## src/rtl/clint_timer_ctrl.sv

```systemverilog
// clint_timer_ctrl: CLINT-style machine timer and software interrupt controller with a valid/ready register port
//   clk, rst                : clock, synchronous active-high reset
//   req_*                   : single-outstanding register request (byte address, wdata, wstrb)
//   rsp_*                   : response held until rsp_ready (rdata, err for unmapped address)
//   mtime                   : free-running prescaled 64-bit time to the core
//   m_interrupt_timer       : registered level, mtime >= mtimecmp
//   m_interrupt_software    : level, msip bit
module clint_timer_ctrl #(
    parameter int PRESCALE = 1,
    parameter int ADDR_W   = 16
) (
    input  logic              clk,
    input  logic              rst,
    input  logic              req_valid,
    output logic              req_ready,
    input  logic              req_we,
    input  logic [ADDR_W-1:0] req_addr,
    input  logic [31:0]       req_wdata,
    input  logic [3:0]        req_wstrb,
    output logic              rsp_valid,
    input  logic              rsp_ready,
    output logic [31:0]       rsp_rdata,
    output logic              rsp_err,
    output logic [63:0]       mtime,
    output logic              m_interrupt_timer,
    output logic              m_interrupt_software
);
    typedef enum logic {IDLE, RESP} state_t;
    localparam logic [15:0]       P_LAST   = 16'(PRESCALE - 1);
    localparam logic [ADDR_W-1:0] A_MSIP   = ADDR_W'('h0000);
    localparam logic [ADDR_W-1:0] A_CMP_LO = ADDR_W'('h4000);
    localparam logic [ADDR_W-1:0] A_CMP_HI = ADDR_W'('h4004);
    localparam logic [ADDR_W-1:0] A_MT_LO  = ADDR_W'('hBFF8);
    localparam logic [ADDR_W-1:0] A_MT_HI  = ADDR_W'('hBFFC);
    state_t            state;
    logic [15:0]       pcnt;
    logic              tick;
    logic [63:0]       mtimecmp;
    logic              msip;
    logic [ADDR_W-1:0] word_addr;
    logic              hit_msip, hit_cmp_lo, hit_cmp_hi, hit_mt_lo, hit_mt_hi, mapped;
    logic              accept, wr;
    logic [31:0]       rd_data;
    logic              unused_addr;
    function automatic logic [31:0] merge(input logic [31:0] old, input logic [31:0] wd, input logic [3:0] ws);
        logic [31:0] r;
        r = old;
        for (int b = 0; b < 4; b++)
            if (ws[b]) r[8*b +: 8] = wd[8*b +: 8];
        return r;
    endfunction
    // With PRESCALE = 1 the count sits at 0 == P_LAST, so tick is constantly high
    assign tick        = pcnt == P_LAST;
    assign word_addr   = {req_addr[ADDR_W-1:2], 2'b00};
    assign unused_addr = ^req_addr[1:0];
    assign hit_msip    = word_addr == A_MSIP;
    assign hit_cmp_lo  = word_addr == A_CMP_LO;
    assign hit_cmp_hi  = word_addr == A_CMP_HI;
    assign hit_mt_lo   = word_addr == A_MT_LO;
    assign hit_mt_hi   = word_addr == A_MT_HI;
    assign mapped      = hit_msip | hit_cmp_lo | hit_cmp_hi | hit_mt_lo | hit_mt_hi;
    assign accept      = req_valid && state == IDLE;
    assign wr          = accept && req_we && mapped;
    assign m_interrupt_software = msip;
    always_comb begin
        rd_data = hit_msip   ? {31'b0, msip} :
                  hit_cmp_lo ? mtimecmp[31:0] :
                  hit_cmp_hi ? mtimecmp[63:32] :
                  hit_mt_lo  ? mtime[31:0] :
                  hit_mt_hi  ? mtime[63:32] : 32'b0;
    end
    always_ff @(posedge clk) begin
        if (rst) begin
            state             <= IDLE;
            pcnt              <= '0;
            mtime             <= '0;
            mtimecmp          <= '1;
            msip              <= 1'b0;
            m_interrupt_timer <= 1'b0;
            req_ready         <= 1'b1;
            rsp_valid         <= 1'b0;
            rsp_rdata         <= '0;
            rsp_err           <= 1'b0;
        end else begin
            pcnt <= tick ? '0 : pcnt + 16'd1;
            // A write to either mtime half wins over the tick and suppresses the whole increment
            if (wr && hit_mt_lo)
                mtime[31:0] <= merge(mtime[31:0], req_wdata, req_wstrb);
            else if (wr && hit_mt_hi)
                mtime[63:32] <= merge(mtime[63:32], req_wdata, req_wstrb);
            else if (tick)
                mtime <= mtime + 64'd1;
            if (wr && hit_cmp_lo)
                mtimecmp[31:0] <= merge(mtimecmp[31:0], req_wdata, req_wstrb);
            if (wr && hit_cmp_hi)
                mtimecmp[63:32] <= merge(mtimecmp[63:32], req_wdata, req_wstrb);
            if (wr && hit_msip && req_wstrb[0])
                msip <= req_wdata[0];
            m_interrupt_timer <= mtime >= mtimecmp;
            case (state)
                IDLE: if (req_valid) begin
                    state     <= RESP;
                    req_ready <= 1'b0;
                    rsp_valid <= 1'b1;
                    rsp_rdata <= (mapped && !req_we) ? rd_data : 32'b0;
                    rsp_err   <= !mapped;
                end
                RESP: if (rsp_ready) begin
                    state     <= IDLE;
                    req_ready <= 1'b1;
                    rsp_valid <= 1'b0;
                end
                default: state <= IDLE;
            endcase
        end
    end
endmodule

```

## config.mk

```make
export PLATFORM = sky130hd
export DESIGN_NAME = clint_timer_ctrl
export DESIGN_NICKNAME = d
export VERILOG_FILES = /design/src/rtl/clint_timer_ctrl.sv
export SDC_FILE = /design/constraint.sdc
export NUM_CORES = 1
export LEC_CHECK = 0
export ABC_CLOCK_PERIOD_IN_PS = 2300
export CORE_ASPECT_RATIO = 0.5
export CORE_MARGIN = 3
export CORE_UTILIZATION = 34
export CTS_CLUSTER_DIAMETER = 80
export DETAILED_ROUTE_END_ITERATION = 16
export PLACE_DENSITY = 0.6
export SLEW_MARGIN = 30
export SYNTH_ARGS = -nofsm -noshare
export SYNTH_HDL_FRONTEND = slang
export SYNTH_SLANG_ARGS = --single-unit
```

## constraint.sdc

```tcl
create_clock -name clk -period 2.3 [get_ports clk]
set_clock_uncertainty 0.1 [all_clocks]
set_input_delay 0.46 -clock clk [delete_from_list [all_inputs] [get_ports clk]]
set_output_delay 0.46 -clock clk [all_outputs]
set_load 0.05 [all_outputs]
```

==> reports/metrics.csv, run 1 <==
metric,value,unit
hold worst-path end,rsp_rdata[0],
design area,16530,µm²
first-pass GRT wire length,71.65,mm
"Clk pin slew, worst setup/hold paths",0.07,ns
Vias,12570,
R2R Path End,m_interrupt_timer,
final worst-path cycle share,1.068,
placed cells,2134,
DIE HEIGHT,133.8,µm
CTS Hold Bufs,0,
Placer Congestion,0.9195,
normalized max-slew margin,0.4460,
Routed Antenna Nets,0,
worst-path fanout max,2,
cell count after synthesis,1351,
Worst Reg-to-Reg Cells,10,
Total Nets Final,1869,
Synth area leader,dfxtp_1,
drt initial violations,1364,
Post-synth EDFFs,0,
GRT Overall Usage,0.2644,
Synth top area share,0.3280,
# clock sinks,182,
"Warnings, synthesis",0,
Mean Syn Cell Area,8.223,µm²
Syn Nets,1475,
largest net degree at the start of global routing,46,
FF-to-FF Start,mtime[0],
Synth area leaders,"dfxtp_1 (33%), mux2i_1 (8.6%), ha_1 (7.5%)",
CTS tree,built,
P_leak,7.915,nW
Skew-Pair Late Insertion Delay,0.47,ns
Final setup viols,7,
setup TNS,-0.3550,ns
"count leader, synth",dfxtp_1,
fmax,0.4071,GHz
HP Start,rst,
core box area,31940,µm²
Tightest Hold Check Type,in -> reg,
Final Hold Fails,0,
Via density,5.741,
failing checks,negative setup slack,
WS Path Type,reg -> reg,
n_diodes,0,
Ports,158,
VDD IR max,0.3343,mV
initial core utilization,0.3478,
WL/cell,21.45,µm
Pins Over Slew Limit,0,
Slew @ Worst Pin,0.8311,ns
GR Overflow Total,0,
IO Port Bufs,155,
arrival time at the worst endpoint,2.71,ns
cell row count,46,
number of global-route vias before repair,12240,
status,"complete, but fails checks",
H-tree depth,4,
post-DP HPWL,35.44,mm
#FFs+latches synth,182,
layout cells sized above 1,0.2782,
r2r setup slk,-0.16,ns
Critical Path RT,2.55,ns
die area,35010,µm²
count of cell types in the netlist,78,
overall routed net length,46.97,mm
Startpoint Class,register,
Mapped Area,11110,µm²
ys async rst share,0,
worst setup margin,-0.1564,ns
Finished Layout Cells,2190,
max cap viols,0,
die width,261.6,µm
synth cell count leaders,"dfxtp_1 (182), nand2_1 (146), mux2i_1 (96), a21oi_1 (89), inv_1 (83)",
RSZ-0062 raised after global routing,true,
power density over cell area,423.1,nW/µm²
worst hold stages,2,
CTS Buffer Depth,2,
cts bufs inserted,17,
Setup crit end kind,register,
initial antenna violation count,0,
register area share after synthesis,0.3280,
Placement Cell Area,15190,µm²
P&R area growth vs syn,48.80,%
post-layout minimum cycle time,2.456,ns
root buf cell,clkbuf_16,
ys flop type,dfxtp_1,
# DRC,0,
Pre-antenna DRT Iters,6,
[placed cells by master, fill, tap and decap left out, drive strengths merged, types with 15 or more instances in the layout]
| cell type | netlist | layout |
|---|---|---|
| dfxtp | 182 | 182 |
| nor2 | 76 | 77 |
| clkbuf | 56 | 20 |
| ha | 67 | 67 |
| nor3 | 28 | 28 |
| buf | 20 | 312 |
| o21ai | 63 | 63 |
| mux2i | 96 | 96 |
| clkdlybuf4s50 | 0 | 79 |
| o22ai | 37 | 37 |
| nand2 | 146 | 146 |
| a22o | 32 | 32 |
| dlygate4sd2 | 0 | 55 |
| nand4 | 33 | 33 |
| and3 | 34 | 34 |
| a21o | 23 | 23 |
| nand3 | 55 | 55 |
| o211ai | 36 | 36 |
| nor4 | 22 | 22 |
| a211oi | 15 | 15 |
| a21oi | 90 | 90 |
| inv | 83 | 88 |
[worst max-delay path by stage]
stage           startpoint           endpoint  slack (ns)  cells past startpoint
6_report          mtime[0]  m_interrupt_timer       -0.16                     10
5_1_grt          mtime[41]  m_interrupt_timer       -0.18                      7
4_1_cts           mtime[0]  m_interrupt_timer       -0.21                     11
3_5_place_dp   req_addr[5]       rsp_rdata[0]       -0.78                     10
3_3_place_gp   req_addr[6]       rsp_rdata[0]       -0.75                     10
2_1_floorplan    mtime[25]          mtime[62]       -0.03                      8
[critical path: stages, from the launching register on]
cell and delay [ns]:
dfxtp_4 0.36, inv_2 0.04, ha_4 0.20, nand2b_4 0.14
a2111o_1 0.45, a221oi_2 0.29, o41a_1 0.25, buf_6 0.15
a2bb2oi_2 0.14, buf_4 0.15, a211oi_2 0.07
[cells by family after synthesis]
logic type,after synthesis,synth area share
AND/OR/NAND/NOR,450,0.2104
multiplexers,97,0.08751
flip-flops,182,0.3280
buffers and inverters,159,0.05598
AO/OA/AOI/OAI,386,0.2348
XOR/XNOR,10,0.007883
adder cells (fa/ha/maj),67,0.07546
[cell type report]
class                           instances  area (µm²)
Sequential cell                       182        3740
Tap cell                              432       540.5
Timing Repair Buffer                  450        3980
Inverter                               83       311.5
Clock buffer                           20       457.9
Multi-Input combinational cell       1011        7317
Fill cell                            3003       15410
Clock inverter                         12       183.9
[power by group]
part | internal, W | total [W] | switching [W]
sequential | 0.00314 | 0.00315 | 0.00000855
clock | 0.00190 | 0.00336 | 0.00145
combinational | 0.000201 | 0.000489 | 0.000289
[stage by stage]
step | hold slack (ns) | util | power, W | worst slack, ns
6_report | 0.2857 | 0.5175 | 0.006995 | -0.1564
2_1_floorplan | 0.3652 | - | 0.003405 | -0.02946
4_1_cts | 0.2609 | 0.5051 | 0.007001 | -0.2094
3_3_place_gp | 0.3602 | 0.4754 | 0.003686 | -0.7485
3_5_place_dp | 0.3643 | 0.4754 | 0.003690 | -0.7813
5_1_grt | 0.2894 | 0.5175 | 0.007180 | -0.1770
[repair_timing]
item | in CTS | in global routing
setup buffers | 15 | 9
gates cloned | 2 | 1
setup endpoints to repair | 133 | 70
pin swaps | 25 | 38
resized for setup | 105 | 85
[state kept, by name (all words and copies together), names as in the netlist]
name                  count
rsp_valid                 1
mtime                    64
state                     1
pcnt                     16
mtimecmp                 64
req_ready                 1
rsp_rdata                32
rsp_err                   1
m_interrupt_software      1
m_interrupt_timer         1
[per-layer routing]
layer	track usage	part of all wire
met1	0.3671	0.45
met2	0.4195	0.46
met3	0.04320	0.068
met4	0.08513	0.023
met5	0	0
(Power assumes the default switching activity.)
==> run 2: changes to the inputs <==
--- a/config.mk
+++ b/config.mk
@@ -7,7 +7,6 @@
 export LEC_CHECK = 0
 export ABC_CLOCK_PERIOD_IN_PS = 2300
 export CORE_ASPECT_RATIO = 0.5
-export CORE_MARGIN = 3
 export CORE_UTILIZATION = 34
 export CTS_CLUSTER_DIAMETER = 80
 export DETAILED_ROUTE_END_ITERATION = 16
==> reports/metrics.csv, run 2 (synthesis gave the netlist of run 1 again) <==
metric,value,unit,change
Final Power,0.006705,W,-4.1%
Ports,158,,unchanged
FF-to-FF Start,mtime[0],,
failing checks,negative setup slack,,
Placement Cell Area,15120,µm²,-0.46%
initial core utilization,0.3484,,+0.0006278
overall routed net length,45.50,mm,-3.1%
die area,33450,µm²,-4.5%
Startpoint Class,register,,
CTS Hold Bufs,0,,unchanged
Via density,5.726,,-0.26%
status,"complete, but fails checks",,
most frequent cells in the layout,"buf_4 (258), nand2_1 (142), dfxtp_1 (135)",,
Critical Path RT,2.60,ns,+0.05 ns
"Clk pin slew, worst setup/hold paths",0.08,ns,about the same
cts bufs inserted,17,,unchanged
"Slowest-stage cell, CP",dfxtp_4,,
Placer Congestion,0.9530,,+3.6%
root buf cell,clkbuf_16,,
drt initial violations,972,,-29%
# DRC,0,,unchanged
first-pass GRT wire length,68.58,mm,-4.3%
Skew-Pair Late Insertion Delay,0.46,ns,about the same
Total Nets Final,1854,,-0.80%
P&R area growth vs syn,49.04,%,
WL/cell,20.92,µm,-2.5%
Pre-antenna DRT Iters,5,,-1
R2R Path End,mtime[42],,
DIE HEIGHT,129.8,µm,-3.0%
max cap viols,0,,unchanged
CTS Buffer Depth,2,,unchanged
Slew @ Worst Pin,0.6846,ns,-0.1465 ns
Routed Antenna Nets,0,,unchanged
VDD IR max,0.3247,mV,-2.9%
worst setup margin,-0.09343,ns,+0.06297 ns
setup TNS,-0.2510,ns,+0.1039 ns
Worst Setup SP,mtime[0],,
design area,16560,µm²,+0.16%
arrival time at the worst endpoint,2.69,ns,-0.02 ns
FF/Latch Area,3747,µm²,+0.20%
layout cells sized above 1,0.2828,,+0.004689
P_leak,7.825,nW,-1.1%
"commonest non-fill, non-tap cell in the layout",buf_4,,
GR Overflow Total,0,,unchanged
Worst Reg-to-Reg Cells,12,,+2
r2r setup slk,-0.09,ns,+0.06 ns
normalized max-slew margin,0.5436,,+0.09766
initial antenna violation count,0,,unchanged
Crit path top cell by count,buf_6,,
largest net degree at the start of global routing,49,,+6.5%
worst-path fanout max,6,,+4
IO Port Bufs,155,,unchanged
area of the multi-input gates,7480,µm²,+2.2%
fmax,0.4178,GHz,+2.6%
Tightest Hold Check Type,in -> reg,,
post-DP HPWL,34.48,mm,-2.7%
final worst-path cycle share,1.041,,-0.02738
crit-path cells,buf_8 > ha_4 > and3_4 > nand4_1 > buf_6 > buf_6 > nor4_4 > buf_4 > buf_6 > nand4b_1 > a21o_1 > a21oi_2,,
RSZ-0062 raised after global routing,true,,
post-layout minimum cycle time,2.393,ns,-0.06297 ns
core box area,31890,µm²,-0.18%
power density over cell area,405.0,nW/µm²,-4.3%
n_diodes,0,,unchanged
die width,257.6,µm,-1.5%
GRT Overall Usage,0.2645,,about the same
Vias,12460,,-0.94%
Setup crit end kind,register,,
Fillers,2986,,-0.57%
hold worst-path end,rsp_valid,,
WS Path Type,reg -> reg,,
Final setup viols,5,,-2
CTS tree,built,,
Final Hold Fails,0,,unchanged
Pins Over Slew Limit,0,,unchanged
cell row count,46,,unchanged
# clock sinks,182,,unchanged
biggest regs,"mtime: 64 flops, mtimecmp: 64 flops, rsp_rdata: 32 flops",,
worst hold stages,2,,unchanged
HP Start,rst,,
"slowest stage delay, CP",0.36,ns,-0.09 ns
H-tree depth,4,,unchanged
number of global-route vias before repair,11970,,-2.2%
## run 2: timing repair
action                     in CTS  in global routing
pin swaps                      31                 28
setup endpoints to repair     135                126
gates cloned                    0                  1
gates resized for setup       121                 91
buffers inserted               11                 16
## run 2: worst max path at each step
stage,end,slack (ns),cells past startpoint
3_3_place_gp,rsp_rdata[0],-1.04,12
2_1_floorplan,mtime[62],-0.03,8
4_1_cts,mtime[41],-0.02,8
6_report,mtime[42],-0.09,12
5_1_grt,mtime[42],-0.14,12
3_5_place_dp,rsp_rdata[0],-1.03,12
## run 2: where the power goes
group          switching, W  internal (W)  total, W
logic              0.000285      0.000203  0.000488
registers         0.0000110       0.00314   0.00315
clock network       0.00144       0.00163   0.00307
total               0.00174       0.00497   0.00671
## run 2: cell type report
class	count	area share
Timing Repair Buffer	435	0.2349
Inverter	83	0.01882
Sequential cell	182	0.2263
Tap cell	432	0.03265
Clock buffer	17	0.02569
Clock inverter	15	0.009824
Multi-Input combinational cell	1011	0.4518
## run 2: per-stage QoR
step / setup WS (ns) / util / hold WS (ns) / std cells
after floorplan: -0.02946 / - / 0.3652 / 1351
after global placement: -1.044 / 0.4741 / 0.3620 / 2118
after detailed placement: -1.026 / 0.4741 / 0.3660 / 2118
after CTS: -0.01738 / 0.5032 / 0.2448 / 2159
after global routing: -0.1435 / 0.5193 / 0.2681 / 2175
final: -0.09343 / 0.5193 / 0.2753 / 2175
## run 2: routing by layer
| metal | routed length [µm] | up-vias | track usage |
|---|---|---|---|
| li1 | - | 5801 | - |
| met1 | 20160 | 6087 | 0.3541 |
| met2 | 20950 | 489 | 0.4276 |
| met3 | 3262 | 78 | 0.05186 |
| met4 | 1118 | 0 | 0.09085 |
| met5 | 0 | - | 0 |
## run 2: critical path: cells and delay by family (launching register included)
family                   cells  cell delay, ns
adder cells (fa/ha/maj)      1            0.14
flip-flops                   1            0.36
AO/OA/AOI/OAI                2            0.30
AND/OR/NAND/NOR              4            0.74
buffers and inverters        5            0.71
